[src/rtl/ultrasonido_multicanal.sv]
// Multi-channel ultrasonic ranging controller: round-robin triggering, echo width measured
// directly in cm from a 1 us tick, with timeout, saturation and a one-cycle DONE strobe.
module ultrasonido_multicanal #(
  parameter int CLK_HZ     = 50_000_000,
  parameter int CHANNELS   = 2,
  parameter int DIST_W     = 9,
  parameter int TRIG_US    = 10,
  parameter int US_PER_CM  = 58,
  parameter int TIMEOUT_US = 30000,
  parameter int GAP_US     = 60000,
  localparam int CW        = (CHANNELS > 1) ? $clog2(CHANNELS) : 1
) (
  input  logic                clk,
  input  logic                reset,
  input  logic                ENABLE,
  input  logic                CONTINUOUS,
  input  logic [CHANNELS-1:0] ECHO,
  output logic [CHANNELS-1:0] trigg,
  output logic [DIST_W-1:0]   d,
  output logic [CW-1:0]       chan,
  output logic                TIMEOUT,
  output logic                DONE,
  output logic                busy
);

  localparam int DIV  = CLK_HZ / 1_000_000;
  localparam int PW   = (DIV > 1) ? $clog2(DIV) : 1;
  localparam int TMAX = (TIMEOUT_US > GAP_US) ? ((TIMEOUT_US > TRIG_US) ? TIMEOUT_US : TRIG_US)
                                              : ((GAP_US > TRIG_US) ? GAP_US : TRIG_US);
  localparam int TW   = $clog2(TMAX + 1);
  localparam int SW   = (US_PER_CM > 1) ? $clog2(US_PER_CM) : 1;

  localparam logic [PW-1:0] PRE_LAST  = PW'(DIV - 1);
  localparam logic [TW-1:0] TRIG_LAST = TW'(TRIG_US - 1);
  localparam logic [TW-1:0] TO_LAST   = TW'(TIMEOUT_US - 1);
  localparam logic [TW-1:0] GAP_LAST  = TW'(GAP_US - 1);
  localparam logic [SW-1:0] SUB_LAST  = SW'(US_PER_CM - 1);
  localparam logic [CW-1:0] PTR_LAST  = CW'(CHANNELS - 1);

  typedef enum logic [2:0] {IDLE, TRIG, WAIT_RISE, MEASURE, REPORT, GAP} state_t;

  state_t              state, state_n;
  logic [PW-1:0]       pre;
  logic [TW-1:0]       tcnt;
  logic [CW-1:0]       ptr;
  logic                en_q;
  logic                to_hit, to_flag;
  logic                tick, enter;
  logic [CHANNELS-1:0] echo_meta_p0, echo_sync_p1;
  logic                echo_sel, echo_prev_p2, rise, fall;
  logic [SW-1:0]       sub;
  logic [DIST_W-1:0]   cm;

  function automatic logic [DIST_W-1:0] sat_inc(input logic [DIST_W-1:0] v);
    return (&v) ? v : v + 1'b1;
  endfunction

  assign tick     = (pre == PRE_LAST);
  assign enter    = (state_n != state);
  assign echo_sel = echo_sync_p1[ptr];
  assign rise     = echo_sel & ~echo_prev_p2;
  assign fall     = ~echo_sel & echo_prev_p2;
  assign busy     = (state != IDLE);

  always_comb begin
    trigg = '0;
    if (state == TRIG) trigg[ptr] = 1'b1;
  end

  always_comb begin
    state_n = state;
    to_hit  = 1'b0;
    case (state)
      IDLE:
        if (CONTINUOUS ? ENABLE : (ENABLE && !en_q)) state_n = TRIG;
      TRIG:
        if (tick && tcnt == TRIG_LAST) state_n = WAIT_RISE;
      WAIT_RISE:
        if (rise) begin
          state_n = MEASURE;
        end else if (tick && tcnt == TO_LAST) begin
          state_n = REPORT;
          to_hit  = 1'b1;
        end
      MEASURE:
        if (fall) begin
          state_n = REPORT;
        end else if (tick && tcnt == TO_LAST) begin
          state_n = REPORT;
          to_hit  = 1'b1;
        end
      REPORT:
        state_n = GAP;
      GAP:
        if (tick && tcnt == GAP_LAST) state_n = (CONTINUOUS && ENABLE) ? TRIG : IDLE;
      default:
        state_n = IDLE;
    endcase
  end

  // Control: FSM, tick prescaler (restarted on every state entry), channel pointer, result registers
  always_ff @(posedge clk or negedge reset) begin
    if (!reset) begin
      state   <= IDLE;
      pre     <= '0;
      tcnt    <= '0;
      ptr     <= '0;
      en_q    <= 1'b0;
      to_flag <= 1'b0;
      DONE    <= 1'b0;
      d       <= '0;
      chan    <= '0;
      TIMEOUT <= 1'b0;
    end else begin
      state <= state_n;
      en_q  <= ENABLE;
      DONE  <= (state == REPORT);
      if (enter) begin
        pre  <= '0;
        tcnt <= '0;
      end else if (tick) begin
        pre  <= '0;
        tcnt <= tcnt + 1'b1;
      end else begin
        pre <= pre + 1'b1;
      end
      if (state_n == REPORT) to_flag <= to_hit;
      if (state == REPORT) begin
        d       <= to_flag ? '1 : cm;
        chan    <= ptr;
        TIMEOUT <= to_flag;
        ptr     <= (ptr == PTR_LAST) ? '0 : ptr + 1'b1;
      end
    end
  end

  // p0/p1: echo synchroniser; p2: previous selected sample for edge detection
  always_ff @(posedge clk) begin
    echo_meta_p0 <= ECHO;
    echo_sync_p1 <= echo_meta_p0;
    echo_prev_p2 <= echo_sel;
  end

  // Distance accumulation: sub counts microseconds within one centimetre
  always_ff @(posedge clk) begin
    if (state != MEASURE) begin
      sub <= '0;
      cm  <= '0;
    end else if (tick) begin
      if (sub == SUB_LAST) begin
        sub <= '0;
        cm  <= sat_inc(cm);
      end else begin
        sub <= sub + 1'b1;
      end
    end
  end

endmodule
[config.mk]
export PLATFORM = sky130hd
export DESIGN_NAME = ultrasonido_multicanal
export DESIGN_NICKNAME = d
export VERILOG_FILES = /design/src/rtl/ultrasonido_multicanal.sv
export SDC_FILE = /design/constraint.sdc
export NUM_CORES = 1
export LEC_CHECK = 0
export ABC_AREA = 1
export CAP_MARGIN = 10
export CORE_MARGIN = 1.5
export CORE_UTILIZATION = 60
export CTS_BUF_LIST = sky130_fd_sc_hd__clkbuf_8
export DETAILED_ROUTE_END_ITERATION = 8
export PLACE_DENSITY = 0.81
export SLEW_MARGIN = 20
export SYNTH_ARGS = -nofsm -noshare
export SYNTH_HDL_FRONTEND = slang
export SYNTH_SLANG_ARGS = --single-unit
[constraint.sdc]
create_clock -name clk -period 2.8 [get_ports clk]
set_clock_uncertainty 0.2 [all_clocks]
set_input_delay 0.56 -clock clk [delete_from_list [all_inputs] [get_ports clk]]
set_output_delay 0.56 -clock clk [all_outputs]
set_load 0.03 [all_outputs]
==> flow_summary.json, run 1 <==
{
  "finalCriticalPeriod_ns": 2.416,
  "synth_cell_types": 30,
  "vias": 2587,
  "post_cts_buffers": 0,
  "synth_top_area_share": 0.3288,
  "synth_area_leaders": "dfrtp_1 33%, dfxtp_1 13%, nand2_1 9.1%",
  "hold_viol_final": 0,
  "port_buffers": 20,
  "post_drt_wl_per_cell_um": 12.50,
  "fmax_mhz": 413.8,
  "gr-total-overflow": 0,
  "die_width_um": 74.23,
  "cts_tree": "built",
  "viasPerCell": 5.216,
  "io_pins": 21,
  "switching_share": 0.2285,
  "p_int_w": 0.001236,
  "cts.htree.levels": 3,
  "antenna_found_initial": 0,
  "setup_viol": 0,
  "synth_nets": 410,
  "synth_common_cells": "74 x nand2_1, 74 x nor2_1, 44 x inv_1",
  "max-slew-margin-rel": 0.4078,
  "grt_max_degree": 41,
  "cp_cell_sequence": "nor2_1 -> nand2_1 -> clkdlybuf4s50_1",
  "ctsHoldBuffers": 0,
  "cp_top_family": "buffers and inverters",
  "power.density_nw_per_um2": 458.9,
  "clk_latency_ns": 0.35,
  "rsz0062_at_grt": "no",
  "area_delta_synth_final_pct": 14.67,
  "pwr-share-seq": 0.542,
  "instances_no_fill": 496,
  "initial_core_util": 0.6319,
  "antennaDiodeCount": 0,
  "synth_area_leader_cell": "dfrtp_1",
  "yosysSeqAreaShare": 0.4603,
  "synth_edf_count": 0,
  "grt_pass1_vias": 2363,
  "worst_slew_pin_slew_ns": 0.8883,
  "drv_slew": 0,
  "fill_cells": 418,
  "vdd_drop_max_v": 0.0003165,
  "cts_sinks": 60,
  "die_y_um": 74.23,
  "synth_cells": 396,
  "gp_congestion": 1.023,
  "drc": 0,
  "synthArstFlopShare": 0.6667,
  "root_buffer": "clkbuf_8",
  "grt.total_usage": 0.2506,
  "drt_iter0_markers": 212,
  "rr_worst_depth": 11,
  "dr.pass1.iters": 4,
  "wirelength_um": 6201,
  "outcome": "finished clean",
  "yosys_register_bits": 60,
  "cp_max_fo": 6,
  "min_path_type": "input pin to asynchronous set/reset pin",
  "synth.avg_cell_area_um2": 7.687,
  "p_clk_frac": 0.444,
  "cts_max_path_buffers": 2,
  "max_stage_delay_ns": 0.59,
  "postRouteAntennaNets": 0,
  "post-dp-hpwl_um": 4335,
  "post-route-period-util": 0.8630,
  "yosysWarnings": 0,
  "worstPathBufferInverterCount": 1,
  "netlist_area_um2": 3044,
  "required_ns": 2.04,
  "die-area_um2": 5510,
  "cts_buffers": 9,
  "grt_pass1_wl_um": 10410,
  "leakagePower_nw": 1.595,
  "endpoint_kind": "output pin",
  "clk_pin_slew_ns": 0.07,
  "row_count": 25,
  "crit_path_start_kind": "flip-flop",
  "finalSetupTns_ns": 0,
  "place_inst": 480,
  "crit_type": "flip-flop to output pin",
  "ys.flop_type": "dfrtp_1",
  "drive_above_1_share": 0.1026,
  "core_area_um2": 4817,
  "worst-path-stages": 3,
  "drv_cap": 0,
  "switching_power_w": 0.0003660,
  "arrival_ns": 1.66,
  "cpMaxStageDelayCell": "clkdlybuf4s50_1",
  "combPwrFrac": 0.014,
  "nNetsFinal": 438
}
-- power by group through the flow --
stage | clock, W | combinational, W | sequential [W]
2_1_floorplan | 0 | 0.00000433 | 0.000885
3_3_place_gp | 0 | 0.0000235 | 0.000885
3_5_place_dp | 0 | 0.0000236 | 0.000885
4_1_cts | 0.000715 | 0.0000238 | 0.000868
5_1_grt | 0.000764 | 0.0000267 | 0.000868
6_report | 0.000711 | 0.0000228 | 0.000868
-- cell families (layout without fill, tap and decap cells) --
logic type	after synthesis	after routing	synth area share
and+or+nand+nor	222	222	0.3235
DFF	60	60	0.4603
adders and majority gates	8	8	0.03288
xor gates and xnor gates	17	17	0.04891
AOI/OAI and AO/OA	36	36	0.06330
buffers and inverters	53	86	0.07111
-- flip-flops by register name (all words and copies together), names as in the netlist, 2 cells and up --
| name | count |
|---|---|
| pre | 6 |
| tcnt | 16 |
| cm | 9 |
| echo_meta_p0 | 2 |
| d | 9 |
| sub | 6 |
| echo_sync_p1 | 2 |
| state | 3 |
-- timing repair --
action                                  in CTS  in global routing
endpoints found under the setup margin       0                  2
endpoints found under the hold margin        0                  0
resized for setup                            0                  2
-- layout by cell type (no fill, tap or decap) --
| cell | synthesis | layout |
|---|---|---|
| clkinv_2 | 0 | 2 |
| nand4_1 | 3 | 3 |
| nor3b_1 | 2 | 2 |
| nand2_2 | 2 | 2 |
| a211oi_1 | 1 | 1 |
| nor2_4 | 2 | 2 |
| xnor2_1 | 3 | 3 |
| nand2_1 | 74 | 74 |
| nor4_1 | 4 | 4 |
| buf_4 | 0 | 3 |
| clkinv_1 | 1 | 1 |
| clkbuf_8 | 0 | 11 |
| ha_1 | 8 | 8 |
| o21ai_0 | 13 | 13 |
| clkdlybuf4s50_1 | 0 | 17 |
| dfxtp_1 | 20 | 20 |
| nor2_2 | 13 | 13 |
| buf_2 | 2 | 1 |
| dlymetal6s2s_1 | 0 | 2 |
| nand3b_1 | 1 | 1 |
| nor2_1 | 74 | 74 |
| o311ai_0 | 1 | 1 |
| inv_2 | 2 | 2 |
| xor2_1 | 14 | 14 |
| o21bai_2 | 1 | 1 |
| clkinvlp_4 | 0 | 2 |
| dfrtp_1 | 40 | 40 |
| inv_1 | 44 | 45 |
| nand3_1 | 30 | 30 |
| o21ai_1 | 2 | 2 |
| nand2_4 | 1 | 1 |
| or2_2 | 4 | 4 |
| a21oi_1 | 18 | 18 |
| nor3_1 | 12 | 12 |
-- area by class of cell --
cell class,count,area (µm²),share of cell area
multi-input cells,283,1426,0.4086
flip-flops and latches,60,1401,0.4014
repair buffers,23,222.7,0.06380
inverters,47,176.4,0.05054
clock buffers,11,151.4,0.04337
well taps,67,83.83,0.02401
clock inverters,5,28.78,0.008244
-- metal layers --
layer | global-route usage | part of all wire | vias up | routed length, µm
met5 | 0 | 0 | - | 0
met4 | 0.1091 | 0.016 | 0 | 99
met3 | 0.07182 | 0.050 | 10 | 310
met2 | 0.4018 | 0.47 | 62 | 2930
met1 | 0.3172 | 0.46 | 1203 | 2861
li1 | - | - | 1312 | -
-- path summary, 6_finish.rpt --
check	start	slack [ns]	end
setup / recovery	state[1]	0.38	busy
hold / removal	reset	0.13	tcnt[9]
setup reg to reg	pre[1]	0.44	pre[3]
hold reg to reg	echo_meta_p0[1]	0.13	echo_sync_p1[1]
max in group asynchronous	reset	1.71	d[0]
min in group clk	echo_meta_p0[1]	0.13	echo_sync_p1[1]
-- stage by stage --
stage	hold slack [ns]	total power (W)	worst slack (ns)	util	instance area [µm²]
2_1_floorplan	0.06441	0.0008893	0.8538	-	3044
3_3_place_gp	0.1143	0.0009085	0.5010	0.6862	3306
3_5_place_dp	0.1153	0.0009088	0.4541	0.6862	3306
4_1_cts	0.1326	0.001607	0.06083	0.7236	3486
5_1_grt	0.1409	0.001658	0.2084	0.7247	3491
6_report	0.1281	0.001602	0.3836	0.7247	3491
No activity file was read; power rests on OpenSTA's default activity.
==> run 2, diff against run 1 <==
--- a/config.mk
+++ b/config.mk
@@ -11,7 +11,7 @@
 export CORE_UTILIZATION = 60
 export CTS_BUF_LIST = sky130_fd_sc_hd__clkbuf_8
 export DETAILED_ROUTE_END_ITERATION = 8
-export PLACE_DENSITY = 0.81
+export PLACE_DENSITY_LB_ADDON = 0.25
 export SLEW_MARGIN = 20
 export SYNTH_ARGS = -nofsm -noshare
 export SYNTH_HDL_FRONTEND = slang
==> flow_summary.json, run 2 (synthesis results as in run 1) <==
{
  "min_from": "echo_meta_p0[1]",
  "antennaDiodeCount": 0,
  "max_stage_delay_ns": 0.59,
  "outcome": "finished clean",
  "cts_max_path_buffers": 2,
  "antenna_found_initial": 0,
  "endpoint_kind": "output pin",
  "drive_above_1_share": 0.1002,
  "reg_top3": "tcnt (16), cm (9), d (9)",
  "nNetsFinal": 438,
  "min_path_type": "flip-flop to flip-flop",
  "drt_iter0_markers": 182,
  "root_buffer": "clkbuf_8",
  "die_y_um": 74.23,
  "drv_cap": 0,
  "arrival_ns": 1.65,
  "vdd_drop_max_v": 0.0005596,
  "r2r-start": "pre[1]",
  "crit_path_start_kind": "flip-flop",
  "area_delta_synth_final_pct": 14.06,
  "post-dp-hpwl_um": 4262,
  "ctsHoldBuffers": 0,
  "clk_pin_slew_ns": 0.07,
  "vias": 2573,
  "critPathLaunch": "state[1]",
  "die_width_um": 74.23,
  "postRouteAntennaNets": 0,
  "largest_register_ffs": 16,
  "crit_type": "flip-flop to output pin",
  "dr.pass1.iters": 5,
  "io_pins": 21,
  "drc": 0,
  "cts.htree.levels": 3,
  "drv_slew": 0,
  "gr-total-overflow": 0,
  "initial_core_util": 0.6319,
  "finalWorstSetupSlack_ns": 0.3926,
  "setup_viol": 0,
  "post_drt_wl_per_cell_um": 12.22,
  "cp_max_fo": 6,
  "power.density_nw_per_um2": 443.5,
  "timing.hold.ws_ns": 0.1320,
  "grt_pass1_vias": 2380,
  "cp_top_family": "buffers and inverters",
  "cpMaxStageDelayCell": "clkdlybuf4s50_1",
  "worstPathBufferInverterCount": 1,
  "die-area_um2": 5510,
  "fmax_mhz": 415.4,
  "cts_sinks": 60,
  "viasPerCell": 5.188,
  "row_count": 25,
  "cp_cell_sequence": "nor2_1 -> nand2_1 -> clkdlybuf4s50_1",
  "final_cell_mix": "74 x nor2_1, 74 x nand2_1, 46 x inv_1",
  "cts_buffers": 9,
  "finalSetupTns_ns": 0,
  "post-route-period-util": 0.8598,
  "grt_max_degree": 41,
  "core_area_um2": 4817,
  "port_buffers": 20,
  "cts_tree": "built",
  "preCtsSetupSlack_ns": 0.4493,
  "top_register": "tcnt",
  "wirelength_um": 6062,
  "rsz0062_at_grt": "no",
  "worst_slew_pin_slew_ns": 0.8844,
  "finalCriticalPeriod_ns": 2.407,
  "leakagePower_nw": 1.590,
  "required_ns": 2.04,
  "hold_viol_final": 0,
  "clk_latency_ns": 0.34,
  "max-slew-margin-rel": 0.4104,
  "gp_congestion": 1.009,
  "grt_pass1_wl_um": 10420,
  "grt.total_usage": 0.2479
}
==> run 2: changes by cell type in the layout (fill, tap and decap cells not counted) <==
cell	previous run	this run
clkbuf_8	11	9
inv_1	45	46
clkinv_2	2	3
==> run 2: layout make-up <==
class | count | area [µm²]
multi-input cells | 283 | 1426
flip-flops and latches | 60 | 1401
fillers | 413 | 1345
repair buffers | 23 | 222.7
inverters | 47 | 176.4
clock buffers | 9 | 123.9
well taps | 67 | 83.83
clock inverters | 7 | 37.54
==> run 2: final timing paths <==
check | to | slack (ns) | cells past startpoint
worst min register to register | echo_sync_p1[1] | 0.13 | 0
worst min-delay path | echo_sync_p1[1] | 0.13 | 0
worst max register to register | pre[2] | 0.47 | 11
min in group asynchronous | tcnt[15] | 0.14 | 1
max in group asynchronous | pre[4] | 1.70 | 1
worst max-delay path | busy | 0.39 | 3
==> run 2: layer usage <==
| metal | vias up | global-route usage | wire, µm | share of wire |
|---|---|---|---|---|
| met5 | - | 0 | 0 | 0 |
| met4 | 0 | 0.1253 | 119 | 0.020 |
| met3 | 12 | 0.04201 | 220 | 0.036 |
| met2 | 44 | 0.3929 | 2833 | 0.47 |
| met1 | 1202 | 0.3290 | 2889 | 0.48 |
| li1 | 1315 | - | - | - |
==> run 2: timing repair <==
item | CTS | global route
endpoints found under the setup margin | 0 | 2
resized for setup | 0 | 2
buffers inserted | 0 | 0
==> run 2: metrics by stage <==
stage | instance area, µm² | cells | power (W) | util
final | 3472 | 496 | 0.001540 | 0.7208
after global routing | 3472 | 496 | 0.001588 | 0.7208
after CTS | 3467 | 496 | 0.001547 | 0.7197
after detailed placement | 3306 | 480 | 0.0009091 | 0.6862
after global placement | 3306 | 480 | 0.0009084 | 0.6862
after floorplan | 3044 | 396 | 0.0008893 | -
==> run 2: power by group <==
group | switching, W | internal (W) | leakage [nW]
registers | 0.00000105 | 0.000867 | 0.701
logic | 0.0000160 | 0.00000676 | 0.801
clock network | 0.000340 | 0.000309 | 0.0874
==> run 3, diff against run 2 <==
--- a/config.mk
+++ b/config.mk
@@ -8,9 +8,11 @@
 export ABC_AREA = 1
 export CAP_MARGIN = 10
 export CORE_MARGIN = 1.5
-export CORE_UTILIZATION = 60
+export CORE_UTILIZATION = 40
 export CTS_BUF_LIST = sky130_fd_sc_hd__clkbuf_8
 export DETAILED_ROUTE_END_ITERATION = 8
+export DONT_BUFFER_PORTS = 1
+export MAX_ROUTING_LAYER = met4
 export PLACE_DENSITY_LB_ADDON = 0.25
 export SLEW_MARGIN = 20
 export SYNTH_ARGS = -nofsm -noshare
==> flow_summary.json, run 3 (synthesis results as in run 1) <==
{
  "switching_share": 0.2095,
  "place_inst": 492,
  "max-slew-margin-rel": 0.6304,
  "dr.pass1.iters": 5,
  "setup_viol": 0,
  "switching_power_w": 0.0003586,
  "max_stage_delay_ns": 0.45,
  "outcome": "finished clean",
  "port_buffers": 0,
  "reg_top3": "tcnt (16), cm (9), d (9)",
  "initial_core_util": 0.4175,
  "cp_cell_sequence": "inv_1 -> nor3_1 -> inv_1 -> nor2_1",
  "postRouteAntennaNets": 0,
  "root_buffer": "clkbuf_8",
  "endpoint_kind": "output pin",
  "required_ns": 2.04,
  "preCtsSetupSlack_ns": 0.4705,
  "row_count": 31,
  "grt_max_degree": 41,
  "leakagePower_nw": 1.531,
  "drv_slew": 0,
  "arrival_ns": 1.68,
  "min_path_type": "input pin to flip-flop",
  "combPwrFrac": 0.012,
  "hold_viol_final": 0,
  "viasPerCell": 4.855,
  "finalSetupTns_ns": 0,
  "grt_pass1_wl_um": 11120,
  "cts_max_path_buffers": 2,
  "top_register": "tcnt",
  "dpl-instance-area_um2": 3151,
  "reg2reg_slack_ns": 0.48,
  "antenna_found_initial": 0,
  "pwr-share-seq": 0.507,
  "finalCriticalPeriod_ns": 2.441,
  "p_int_w": 0.001353,
  "wirelength_um": 6119,
  "core_area_um2": 7292,
  "cp_max_fo": 5,
  "final_area_um2": 3395,
  "cpMostUsedCell": "inv_1",
  "cts_sinks": 60,
  "instances_no_fill": 510,
  "crit_type": "flip-flop to output pin",
  "gr-total-overflow": 0,
  "p_clk_frac": 0.481,
  "rsz0062_at_grt": "no",
  "grt_pass1_vias": 2456,
  "final_cell_mix": "74 x nor2_1, 74 x nand2_1, 45 x inv_1",
  "vias": 2476,
  "cts_buffers": 9,
  "clk_latency_ns": 0.33,
  "crit_path_start_kind": "flip-flop",
  "nNetsFinal": 420,
  "drive_above_1_share": 0.1071,
  "vdd_drop_max_v": 0.0002061,
  "post-route-period-util": 0.8719,
  "worst_slew_pin_slew_ns": 0.5523,
  "drt_iter0_markers": 112,
  "io_pins": 21,
  "post_cts_buffers": 0,
  "grt.total_usage": 0.1723,
  "p_total_w": 0.001711,
  "antennaDiodeCount": 0,
  "die-area_um2": 8142,
  "finalWorstSetupSlack_ns": 0.3586,
  "gp_congestion": 0.8852,
  "die_width_um": 90.24,
  "die_y_um": 90.24,
  "cts_tree": "built",
  "cpMaxStageDelayCell": "nor2_1",
  "largest_register_ffs": 16,
  "cts.htree.levels": 3,
  "area_delta_synth_final_pct": 11.51,
  "drc": 0,
  "post-dp-hpwl_um": 4339,
  "fmax_mhz": 409.6,
  "fill_cells": 756,
  "power.density_nw_per_um2": 504.1,
  "drv_cap": 0,
  "post_drt_wl_per_cell_um": 12.00,
  "clk_pin_slew_ns": 0.07
}
## run 3: routing by layer
layer  routed length (µm)  global-route usage  part of all wire  up-vias
li1                     -                   -                 -     1276
met3                  246             0.03384             0.040       10
met2                 2843              0.2715              0.46       40
met1                 2924              0.2143              0.48     1150
met4                  104             0.07672             0.017        0
met5                    0                   -                 0        -
## run 3: worst paths after layout
| check | start | endpoint | cells past startpoint |
|---|---|---|---|
| worst max-delay path | state[0] | trigg[0] | 4 |
| worst min-delay path | ECHO[0] | echo_meta_p0[0] | 0 |
| worst max register to register | pre[1] | pre[1] | 13 |
| worst min register to register | echo_meta_p0[0] | echo_sync_p1[0] | 0 |
| max in group asynchronous | reset | pre[5] | 2 |
| min in group asynchronous | reset | tcnt[12] | 2 |
## run 3: per-stage QoR
stage            util  hold slack [ns]
2_1_floorplan       -          0.06441
3_3_place_gp   0.4321          0.06559
3_5_place_dp   0.4321          0.06531
4_1_cts        0.4655          0.02870
5_1_grt        0.4655          0.02547
6_report       0.4655          0.04633
## run 3: final cells by class
cell class	instances	area [µm²]	share of cell area
repair buffers	5	52.55	0.01548
well taps	99	123.9	0.03649
inverters	47	176.4	0.05197
clock inverters	4	48.80	0.01438
multi-input cells	283	1426	0.4202
flip-flops and latches	60	1401	0.4128
clock buffers	12	165.2	0.04865
## run 3: worst max-delay path, delay by kind of cell, from the launching register on
kind | cells | cell delay (ns)
simple gates | 2 | 0.67
flops | 1 | 0.43
buf+inv | 2 | 0.24
## run 3: power groups by stage
stage	Combinational [W]	Clock [W]	Sequential, W
after floorplan	0.00000433	0	0.000885
after global placement	0.00000514	0	0.000885
after detailed placement	0.00000519	0	0.000885
after CTS	0.0000219	0.000847	0.000867
after global routing	0.0000244	0.000884	0.000867
final	0.0000205	0.000823	0.000868
## run 3: timing repair
item | CTS | global route
resized for setup | 0 | 0
hold endpoints to repair | 40 | 0
hold buffers | 2 | 0
